==> src/rtl/tube_owner_arbiter_pkg.sv <==
// Shared types and helpers for the seven-segment tube owner arbiter.
// State encodings, default hold length and byte-enable merge.
package tube_owner_arbiter_pkg;

  typedef enum logic [1:0] {
    S_CPU  = 2'd0,
    S_HOLD = 2'd1,
    S_REL  = 2'd2
  } state_e;

  localparam logic [31:0] TUBE_HOLD = 32'd50_000_000;

  function automatic logic [15:0] be_merge(
    input logic [15:0] cur,
    input logic [1:0]  be,
    input logic [15:0] wd
  );
    be_merge = cur;
    if (be[0]) be_merge[7:0]  = wd[7:0];
    if (be[1]) be_merge[15:8] = wd[15:8];
  endfunction

endpackage

==> src/rtl/tube_owner_arbiter_hold.sv <==
// Hold timer: counts HOLD_CYC cycles after start.
// expire is high in the last cycle of the hold.
module tube_hold_timer
  import tube_owner_arbiter_pkg::*;
#(
  parameter int unsigned CNT_W    = 32,
  parameter logic [31:0] HOLD_CYC = TUBE_HOLD
) (
  input  logic clk,
  input  logic reset_n,
  input  logic start,
  output logic expire
);

  localparam logic [CNT_W-1:0] LAST =
    CNT_W'(HOLD_CYC - 32'd1);

  logic [CNT_W-1:0] cnt;
  logic             run;

  always_ff @(posedge clk or negedge reset_n) begin
    if (!reset_n) begin
      cnt <= '0;
      run <= 1'b0;
    end else if (start) begin
      cnt <= '0;
      run <= 1'b1;
    end else if (run) begin
      // Stop at the last count so cnt never wraps.
      if (cnt == LAST) run <= 1'b0;
      else             cnt <= cnt + CNT_W'(1);
    end
  end

  assign expire = run && (cnt == LAST);

endmodule

==> src/rtl/tube_owner_arbiter.sv <==
// Owns tube_data: CPU register by default, debug snapshot
// preempts for a timed hold, then a forced re-request.
module tube_owner_arbiter
  import tube_owner_arbiter_pkg::*;
#(
  parameter logic [31:0] HOLD_CYC = TUBE_HOLD,
  parameter int unsigned CNT_W    = 32
) (
  input  logic        clk,
  input  logic        reset_n,
  input  logic        cpu_we,
  input  logic [1:0]  cpu_be,
  input  logic [15:0] cpu_wdata,
  output logic [15:0] cpu_rdata,
  input  logic        dbg_req,
  input  logic [15:0] dbg_data,
  output logic        dbg_ack,
  output logic        dbg_done,
  output logic        owner,
  output logic [15:0] tube_data
);

  state_e      state_q, state_d;
  logic [15:0] cpu_q, cpu_d;
  logic [15:0] dbg_q, dbg_d;
  logic [15:0] tube_q, tube_d;
  logic        owner_q, owner_d;
  logic        ack_q, ack_d;
  logic        done_q, done_d;
  logic        start;
  logic        expire;

  tube_hold_timer #(
    .CNT_W    (CNT_W),
    .HOLD_CYC (HOLD_CYC)
  ) u_timer (
    .clk     (clk),
    .reset_n (reset_n),
    .start   (start),
    .expire  (expire)
  );

  always_ff @(posedge clk or negedge reset_n) begin
    if (!reset_n) state_q <= S_CPU;
    else          state_q <= state_d;
  end

  always_comb begin
    state_d = state_q;
    unique case (state_q)
      S_CPU:   if (dbg_req)  state_d = S_HOLD;
      S_HOLD:  if (expire)   state_d = S_REL;
      S_REL:   if (!dbg_req) state_d = S_CPU;
      default: state_d = S_CPU;
    endcase
  end

  always_comb begin
    cpu_d   = cpu_we ? be_merge(cpu_q, cpu_be, cpu_wdata)
                     : cpu_q;
    dbg_d   = dbg_q;
    tube_d  = cpu_d;
    owner_d = 1'b0;
    ack_d   = 1'b0;
    done_d  = 1'b0;
    start   = 1'b0;
    unique case (state_q)
      S_CPU: begin
        if (dbg_req) begin
          start   = 1'b1;
          dbg_d   = dbg_data;
          tube_d  = dbg_data;
          owner_d = 1'b1;
          ack_d   = 1'b1;
        end
      end
      S_HOLD: begin
        if (expire) begin
          done_d = 1'b1;
        end else begin
          tube_d  = dbg_q;
          owner_d = 1'b1;
        end
      end
      default: ;
    endcase
  end

  always_ff @(posedge clk or negedge reset_n) begin
    if (!reset_n) begin
      cpu_q   <= '0;
      dbg_q   <= '0;
      tube_q  <= '0;
      owner_q <= 1'b0;
      ack_q   <= 1'b0;
      done_q  <= 1'b0;
    end else begin
      cpu_q   <= cpu_d;
      dbg_q   <= dbg_d;
      tube_q  <= tube_d;
      owner_q <= owner_d;
      ack_q   <= ack_d;
      done_q  <= done_d;
    end
  end

  assign cpu_rdata = cpu_q;
  assign tube_data = tube_q;
  assign owner     = owner_q;
  assign dbg_ack   = ack_q;
  assign dbg_done  = done_q;

endmodule

==> config.mk <==
export PLATFORM = sky130hd
export DESIGN_NAME = tube_owner_arbiter
export DESIGN_NICKNAME = d
export VERILOG_FILES = /design/src/rtl/tube_owner_arbiter_pkg.sv /design/src/rtl/tube_owner_arbiter_hold.sv /design/src/rtl/tube_owner_arbiter.sv
export SDC_FILE = /design/constraint.sdc
export NUM_CORES = 1
export LEC_CHECK = 0
export BUFFER_PORTS_ARGS = -buffer_cell sky130_fd_sc_hd__buf_2
export CORE_ASPECT_RATIO = 1.4
export CORE_MARGIN = 1
export CORE_UTILIZATION = 60
export DETAILED_ROUTE_END_ITERATION = 12
export GPL_TIMING_DRIVEN = 0
export HOLD_SLACK_MARGIN = 0.06
export PLACE_DENSITY = 0.91
export SLEW_MARGIN = 20
export SYNTH_ARGS = -nofsm -noshare
export SYNTH_HDL_FRONTEND = slang
export SYNTH_SLANG_ARGS = --single-unit
export TNS_END_PERCENT = 1
==> constraint.sdc <==
create_clock -name clk -period 4.15 [get_ports clk]
set_input_delay 0.83 -clock clk [delete_from_list [all_inputs] [get_ports clk]]
set_output_delay 0.83 -clock clk [all_outputs]
set_load 0.005 [all_outputs]
# Word-level counts from Yosys, hierarchy flattened
# Cells that the tools add are included.
# op_classes
muxes	22
n_addsub	1
reduce_logical	6
eq_ne	7
# op_table
cell	count
$mux 32	3
$mux 16	3
$add 32x1->32 const B	1
$eq 32x26->1 const B	1
$pmux 16 s2	1
$mux 8	2
$mux 1	8
$ne 2x2->1 const B	4
$mux 2	3
$pmux 2 s3	1
$reduce_and 2->1	2
$reduce_and 3->1	1
$eq 2x1->1 const B	1
$eq 2x2->1 const B	1
$logic_not 2->1	1
$pmux 1 s2	1
$reduce_bool 2->1	1
$logic_and 1x1->1	1
# word_totals
wordCells	45
regBits	86
out_inout_bits	35
input_bits	38

# Logic depth before layout (Yosys ltp)
# Gate-level depths: netlist (run 1).
# depth
depth_word	4
mapped_depth	8
mapped_depth_nobuf	6

# Cells and area by module
# A second synthesis (run 1) with hierarchy kept.
# unflattened
hier_cells	326
hier_area_um2	3910.0
# modules_own_cells
module	instances	area_each_um2	seq_area_each_um2	cells_per_inst
tube_owner_arbiter	1	2083.2	1326.3	132
tube_hold_timer	1	1826.8	825.8	194

# Worst setup path after synthesis (run 1)
# OpenSTA, ideal clock, no wires.
# synth_path
path_kind	flip-flop to flip-flop
from	register u_timer.cnt[9]
to	register tube_q[1], in the netlist tube_data[1]
synth_period_minus_slack_ns	1.965
path_stages_with_launch	9
t_arrival_ns	1.825
required_ns	4.009
n_path_buf	3
setup_slack_ns	2.185
setup_time_ns	0.141
path_cell_list	dfrtp_1 buf_6 nor4b_2 nand4_1 or4_1 buf_4 buf_6 nand3_2 o2111ai_2
# synth_between
elab_chain_cells	4
# synth_lines
item	line	text
start, declared	tube_owner_arbiter_hold.sv:18	logic [CNT_W-1:0] cnt;
start signal, assigned	tube_owner_arbiter_hold.sv:31	else cnt <= cnt + CNT_W'(1);
$eq 32x26->1	tube_owner_arbiter_hold.sv:35	assign expire = run && (cnt == LAST);
$logic_and 1x1->1	tube_owner_arbiter_hold.sv:35	
$mux 16	tube_owner_arbiter.sv:78	if (expire) begin
$pmux 16 s2	tube_owner_arbiter.sv:67	unique case (state_q)
via tube_d[1]	tube_owner_arbiter.sv:26	logic [15:0] tube_q, tube_d;
end signal, assigned	tube_owner_arbiter.sv:100	tube_q <= tube_d;
end, declared	tube_owner_arbiter.sv:26	
# The timed path passes the listed nets, and every way through them passes these cells.
# A chain may end at the register's enable or synchronous reset.

# Worst setup path in the final report (run 1)
# layout_path
from	register u_timer.cnt[9]
to	register tube_q[5], in the netlist tube_data[5]
# The elaborated chain is that of the path after synthesis.

==> out/summary.txt, run 1 <==
Run status -> finished, final reports clean
CP delay by family, top -> simple AND/OR/NAND/NOR gates
Combined buffer and inverter count along the critical path -> 3
Number of nets still failing antenna checks after routing -> 0
Max VDD drop -> 0.205 mV
Post-synth top flop -> dfrtp_1
Pins over their slew limit -> 0
Overflow after GRT -> 0
Share of synthesized flip-flops with an asynchronous set or reset -> 100%
Post-Synthesis Mean Instance Area -> 10.1 sq um
Post-synth cell types -> 44
Layout cell share with drive strength beyond 1 -> 26.6%
Category of the worst setup path launch point -> register
Core Footprint -> 0.00661 sq mm
Simple-gate area share of the yosys netlist -> 25.2%
Crit path setup slack, layout -> 1.91 ns
Worst Hold Slack -> 0.363 ns
Initial core utilization -> 62.7%
Max capacitance violation total -> 0
Setup TNS -> 0 ns
Number of global-route vias before repair -> 3,495
Placed standard-cell area -> 0.00465 sq mm
Chip width -> 72.3 um
Deepest clock path buffer count -> 2
Crit share post-route -> 54.0%
Clock-pin slew of the registers on the worst-case setup and hold paths -> 0.10 ns
Placed cell count -> 576
Share of the synthesized area in the top cell type -> 51.9%
Area of combinational cells with multiple inputs -> 0.00178 sq mm
Slowest-stage cell, CP -> dfrtp_1
Final-report hold violation count -> 0
Number of cells upsized or downsized after cts -> 0
Port buffer count -> 72
Clk Latency, worst-skew pair -> 0.37 ns
Most repeated cell in the gate-level netlist after synthesis -> nand2_1
Top cell type by total area after synthesis -> dfrtp_1
Actual slew at the worst max-slew pin -> 0.877 ns
Routed Wire Length -> 9430 um
Maximum clock frequency -> 0.446 GHz
Leading post-synthesis cells by instance count -> nand2_1, dfrtp_1, inv_1, mux2i_1, a21oi_1
Number of antenna cells inserted -> 0
Layout fillers -> 450
CTS H-tree depth -> 3
Master cell of the clock root buffer -> clkbuf_8
Fraction of the mapped netlist area in compound gates -> 11.2%
Synth Area in XOR/XNOR -> 1.69%
Final weighted congestion in routability-driven placement -> 0.890
Initial antenna violation count -> 0
Number of DRC violations after detailed routing -> 0
Largest net degree at the start of global routing -> 61
Worst slack, placed -> 1.79 ns
Worst clock skew -> 0.0137 ns
Post-synthesis share of cell area spent on full adders, half adders and majority gates -> 0.302%
Arrival @ worst endpoint -> 2.51 ns
Number of clock buffers inserted by TritonCTS -> 9
Routed length per placed instance -> 15.9 um
Die area -> 0.00726 sq mm
Global router's overall resource usage -> 27.7%
Unrepaired setup endpoints after global routing -> no
Register Area -> 0.00215 sq mm
Core Util, Final -> 73.5%
Mux contribution to synthesized area -> 4.58%
Final critical delay including setup and external delays -> 2.24 ns
Drt pass-1 iters -> 6
TritonCTS clock tree -> done
Layout overhead on the synthesized area -> 17.1%
Mapped Cells -> 411
Via count -> 3,535
Worst slew margin relative to its limit -> 41.1%
# rows -> 35
Count of endpoints failing setup in the final report -> 0
Height of the chip -> 100 um
First-pass GRT wire length -> 15,500 um
Pwr per Cell Area -> 400 mW/mm^2
Tightest Hold Check Type -> in -> async
Hold buffer count at cts -> 0
#FFs+latches synth -> 86
Cell occurring most often along the worst timing path -> buf_6
Cell types occupying the most area after synthesis -> dfrtp_1, nand2_1, mux2i_1, o2111ai_2, nand3_2
Worst path max stage delay -> 0.38 ns
Count of buffers added by post-CTS timing repair for setup -> 0
Yosys Warn Count -> 0
Sequential cell area fraction in the yosys report -> 51.9%
Detailed Route Iter0 Violations -> 252
Total leakage power -> 2.38 nW
Per-cell via count in the routed design -> 5.97
Half-perimeter wire length after detailed placement -> 6570 um
Final Net Count -> 534
Dominant combinational cell family by area after synthesis -> simple AND/OR/NAND/NOR gates
Number of ports placed on the die boundary -> 73
Sum of internal, switching and leakage power -> 1.94 mW
Critical Path Fanout Max -> 10
Number of synthesized flops with an enable pin -> 0
Summed area of non-filler cells in the final layout -> 0.00486 sq mm
Net count after synthesis -> 450
Netlist area before placement -> 0.00415 sq mm
Filler-free cell count of the finished design -> 592
Cells along the critical path -> buf_6 > nor4b_2 > nand4_1 > nor4_2 > buf_4 > a31oi_4 > buf_6 > o2111ai_2
Kind of critical path -> reg -> reg
Critical path required time -> 4.42 ns
Clock sinks -> 86
Type of element capturing the critical path -> register
## path summary, 6_finish.rpt
check,from,to,slack (ns),cells past startpoint
setup / recovery,u_timer.cnt[9],tube_data[5],1.91,8
hold / removal,reset_n,cpu_rdata[12],0.36,1
setup reg to reg,u_timer.cnt[9],tube_data[5],1.91,8
hold reg to reg,dbg_q[15],dbg_q[15],0.52,2
max in group asynchronous,reset_n,dbg_done,3.19,2
min in group clk,dbg_q[15],dbg_q[15],0.52,2
## state kept, by name, indices dropped and copies added, names as in the netlist
| register | flops |
|---|---|
| u_timer.cnt | 32 |
| cpu_rdata | 16 |
| dbg_q | 16 |
| tube_data | 16 |
| state_q | 2 |
| dbg_ack | 1 |
| dbg_done | 1 |
| owner | 1 |
| u_timer.run | 1 |
## cell usage in the layout (no fill, tap or decap), types with 3 or more instances in the layout
cell type  Yosys  final
xnor2_1        4      4
buf_2          6     77
o2111ai_2     10     10
clkbuf_8       0      9
o21ai_1        9      9
and3_1         8      8
o2111ai_1      6      6
xor2_1         4      4
nand3_2       12     12
nand2_1       89     89
o21ai_0        3      3
or4_1         10     10
dfrtp_1       86     86
mux2i_1       19     19
inv_1         22     22
buf_4          2      3
nand3_1       15     15
o31ai_1        5      5
and4_1         4      4
clkbuf_1       6      6
buf_6          5      5
or3_1         15     15
nor2_1        13     13
nand4_1       11     11
o211ai_1       3      3
nor3_1         3      3
a21oi_1       16     16
nor4_1         3      3
## layout make-up
class / count / area share (%)
Inverter: 22 / 1.70
Timing Repair Buffer: 73 / 8.04
Multi-Input combinational cell: 282 / 36.7
Clock buffer: 9 / 2.55
Buffer: 21 / 2.70
Clock inverter: 7 / 1.65
Sequential cell: 86 / 44.3
Tap cell: 92 / 2.37
## where the power goes
part	internal [mW]	switching, mW	total [mW]
clock network	0.286	0.319	0.606
registers	0.947	0.0979	1.04
logic	0.134	0.160	0.294
total	1.37	0.577	1.94
## per-layer routing
metal  GRT usage (%)  share of wire [%]  wire [um]
met5               0                  0          0
met1            31.2                 39       3690
met2            49.5                 52       4880
met4            11.9                3.0        282
met3            6.12                6.2        586
## kinds of logic after synthesis
group           Yosys count
compound gates           58
xor+xnor                  8
fa+ha+maj                 1
buf+inv                  43
flops                    86
mux                      19
simple gates            196
Note: power is estimated with default switching activity, not from simulation.
==> inputs of run 2 (changes only) <==
Settings changed: ABC_AREA set to 1, CORE_UTILIZATION 60 to 57, PLACE_DENSITY 0.91 to 0.86.
Clock period 4.15 ns to 2.27 ns, I/O delays scaled along.
==> out/summary.txt, run 2 <==
Run status -> finished, final reports clean (unchanged)
Layout overhead on the synthesized area -> 16.7% (was 17.1%)
Post-synth top flop -> dfrtp_1 (unchanged)
Number of clock buffers inserted by TritonCTS -> 9 (unchanged)
Routed length per placed instance -> 15.3 um (was 15.9 um)
Register with the most flip-flops -> u_timer.cnt (unchanged)
Summed area of non-filler cells in the final layout -> 0.00526 sq mm (was 0.00486 sq mm)
Reg power frac -> 48.7% (was 53.7%)
Half-perimeter wire length after detailed placement -> 8970 um (was 6570 um)
Cell types occupying the most area after synthesis -> dfrtp_1, nand2_1, nand3_1, nor2_1, mux2_2 (was dfrtp_1, nand2_1, mux2i_1, o2111ai_2, nand3_2)
Per-cell via count in the routed design -> 5.35 (was 5.97)
Number of DRC violations after detailed routing -> 0 (unchanged)
Global routing usage on met1 -> 33.4% (was 31.2%)
Core Footprint -> 0.00770 sq mm (was 0.00661 sq mm)
Pins over their slew limit -> 0 (unchanged)
Number of global-route vias before repair -> 4,119 (was 3,495)
Sequential cell area fraction in the yosys report -> 47.8% (was 51.9%)
Final weighted congestion in routability-driven placement -> 0.988 (was 0.890)
Chip width -> 77.1 um (was 72.3 um)
Clk Latency, worst-skew pair -> 0.36 ns (was 0.37 ns)
Largest register FFs -> 32 (unchanged)
Post-Synthesis Mean Instance Area -> 7.42 sq um (was 10.1 sq um)
Top cell type by total area after synthesis -> dfrtp_1 (unchanged)
Actual slew at the worst max-slew pin -> 0.782 ns (was 0.877 ns)
Global router's overall resource usage -> 31.4% (was 27.7%)
Pwr per Cell Area -> 783 mW/mm^2 (was 400 mW/mm^2)
Max VDD drop -> 0.424 mV (was 0.205 mV)
Area of combinational cells with multiple inputs -> 0.00208 sq mm (was 0.00178 sq mm)
Switching pwr -> 1.20 mW (was 577 uW)
Share of the synthesized area in the top cell type -> 47.8% (was 51.9%)
# rows -> 38 (was 35)
Core Util, Final -> 68.3% (was 73.5%)
First-pass GRT wire length -> 19,600 um (was 15,500 um)
Clock-pin slew of the registers on the worst-case setup and hold paths -> 0.09 ns (was 0.10 ns)
Met2 usage in global routing -> 57.7% (was 49.5%)
GRT busiest layer -> met2 (unchanged)
Worst slew margin relative to its limit -> 47.9% (was 41.1%)
Height of the chip -> 107 um (was 100 um)
Layout cell share with drive strength beyond 1 -> 18.1% (was 26.6%)
Number of antenna cells inserted -> 0 (unchanged)
Clock sinks -> 86 (unchanged)
Layout fillers -> 651 (was 450)
Count of buffers added by post-CTS timing repair for setup -> 0 (unchanged)
Crit share post-route -> 88.2% (was 54.0%)
Relative contribution of the clock network to total power -> 30.3% (was 31.1%)
Cells on Worst Hold Path -> 3
Overflow after GRT -> 0 (unchanged)
Maximum clock frequency -> 0.500 GHz (was 0.446 GHz)
Sum of internal, switching and leakage power -> 4.12 mW (was 1.94 mW)
Number of synthesized flops with an enable pin -> 0 (unchanged)
Final critical delay including setup and external delays -> 2.00 ns (was 2.24 ns)
Most repeated cell in the gate-level netlist after synthesis -> nand2_1 (unchanged)
Detailed Route Iter0 Violations -> 228 (was 252)
Arrival @ worst endpoint -> 2.23 ns (was 2.51 ns)
Net count after synthesis -> 646 (was 450)
Drt pass-1 iters -> 5 (was 6)
Register Area -> 0.00215 sq mm (unchanged)
CTS H-tree depth -> 3 (unchanged)
Routed Wire Length -> 12,200 um (was 9430 um)
Mapped Cells -> 607 (was 411)
Critical path required time -> 2.50 ns (was 4.42 ns)
Die area -> 0.00827 sq mm (was 0.00726 sq mm)
Worst R2R Path Depth -> 9 (was 8)
Worst Hold Slack -> 0.319 ns (was 0.363 ns)
Master cell of the clock root buffer -> clkbuf_8 (unchanged)
Internal power of the cells -> 2.92 mW (was 1.37 mW)
Kind of critical path -> reg -> reg (unchanged)
Port buffer count -> 72 (unchanged)
Critical Path Fanout Max -> 10 (unchanged)
TritonCTS clock tree -> done (unchanged)
GR Util met3 -> 4.77% (was 6.12%)
Leading post-synthesis cells by instance count -> nand2_1, dfrtp_1, nand3_1, nor2_1, inv_1 (was nand2_1, dfrtp_1, inv_1, mux2i_1, a21oi_1)
Deepest clock path buffer count -> 2 (unchanged)
Via count -> 4,252 (was 3,535)
Initial core utilization -> 58.5% (was 62.7%)
Count of endpoints failing setup in the final report -> 0 (unchanged)
Type of element capturing the critical path -> register (unchanged)
Placed standard-cell area -> 0.00502 sq mm (was 0.00465 sq mm)
Tightest Hold Check Type -> in -> reg (was in -> async)
Share of synthesized flip-flops with an asynchronous set or reset -> 100% (unchanged)
Total leakage power -> 2.62 nW (was 2.38 nW)
Number of nets still failing antenna checks after routing -> 0 (unchanged)
Netlist area before placement -> 0.00451 sq mm (was 0.00415 sq mm)
Largest net degree at the start of global routing -> 58 (was 61)
Worst clock skew -> 0.0125 ns (was 0.0137 ns)
Unrepaired setup endpoints after global routing -> no (unchanged)
Post-synth cell types -> 26 (was 44)
Most frequent cells in the layout -> nand2_1, dfrtp_1, nand3_1 (was nand2_1, dfrtp_1, buf_2)
Combinational Power Share -> 20.9% (was 15.1%)
Max capacitance violation total -> 0 (unchanged)
Final-report hold violation count -> 0 (unchanged)
Initial antenna violation count -> 0 (unchanged)
Number of ports placed on the die boundary -> 73 (unchanged)
Category of the worst setup path launch point -> register (unchanged)
Share of total power consumed by net switching -> 29.2% (was 29.7%)
Most common cell after layout, fill and taps aside -> nand2_1 (unchanged)
Final Net Count -> 731 (was 534)
Yosys Warn Count -> 0 (unchanged)
#FFs+latches synth -> 86 (unchanged)
Setup TNS -> 0 ns (unchanged)
[run 2: changes by cell type after synthesis, moves of 10 or more]
cell       previous run  this run
mux2_2                0        16
nand2_1              89       240
or4_1                10         0
or3_1                15         0
mux2i_1              19         0
inv_1                22        40
nand3_1              15        80
o21ai_0               3        26
o2111ai_2            10         0
nand3_2              12         0
a21oi_1              16         1
nor2_1               13        64
[run 2: per-stage QoR]
step	worst slack, ns	std cells
floorplan	0.613	607
global placement	0.107	779
detailed placement	0.197	780
CTS	0.179	795
global route	0.0554	795
finish	0.269	795
[run 2: what timing repair did]
action,in CTS,in global routing
setup endpoints to repair,0,8
resized for setup,0,1
hold endpoints to repair,29,0
hold buffers,1,0
[run 2: per-layer routing]
metal,part of all wire (%),vias to the layer above
li1,-,2088
met1,37,1950
met2,53,170
met3,4.8,44
met4,5.6,0
met5,0,-
[run 2: cells by family after synthesis]
| kind of cell | share of synthesized area, % |
|---|---|
| multiplexers | 4.00 |
| XOR/XNOR | 1.56 |
| AO/OA/AOI/OAI | 3.00 |
| adder cells (fa/ha/maj) | 0.278 |
| AND/OR/NAND/NOR | 37.3 |
| flip-flops | 47.8 |
| buffers and inverters | 6.14 |
[run 2: layout make-up]
type                            count  share of cell area (%)
Clock inverter                      4                    1.86
Tap cell                          100                    2.38
Sequential cell                    86                    40.9
Multi-Input combinational cell    454                    39.5
Clock buffer                       10                    2.43
Timing Repair Buffer               74                    7.61
Inverter                           50                    3.57
Buffer                             17                    1.69
[run 2: worst paths after layout]
| path | from | endpoint | slack (ns) |
|---|---|---|---|
| worst max-delay path | u_timer.cnt[0] | u_timer.cnt[30] | 0.27 |
| worst min-delay path | dbg_data[3] | dbg_q[3] | 0.32 |
| worst max register to register | u_timer.cnt[0] | u_timer.cnt[30] | 0.27 |
| worst min register to register | dbg_q[1] | dbg_q[1] | 0.49 |
| max in group asynchronous | reset_n | dbg_q[4] | 1.05 |
| min in group asynchronous | reset_n | tube_data[10] | 0.61 |
[run 2: power by group through the flow]
stage | clock, mW | combinational, mW | sequential, mW
after floorplan | 0 | 0.503 | 2.01
after global placement | 0 | 0.801 | 2.01
after CTS | 1.27 | 0.860 | 2.00
after detailed placement | 0 | 0.845 | 2.03
final | 1.25 | 0.861 | 2.01
after global routing | 1.33 | 0.971 | 2.04
[run 2: critical path: stages (launching register included)]
cell and delay (ns):
dfrtp_1 0.46, ha_2 0.31, inv_2 0.08, nor2_4 0.20, nand2_1 0.08, nor2_1 0.11
nand3_1 0.07, nand2_1 0.15, buf_2 0.28, o21ai_0 0.13
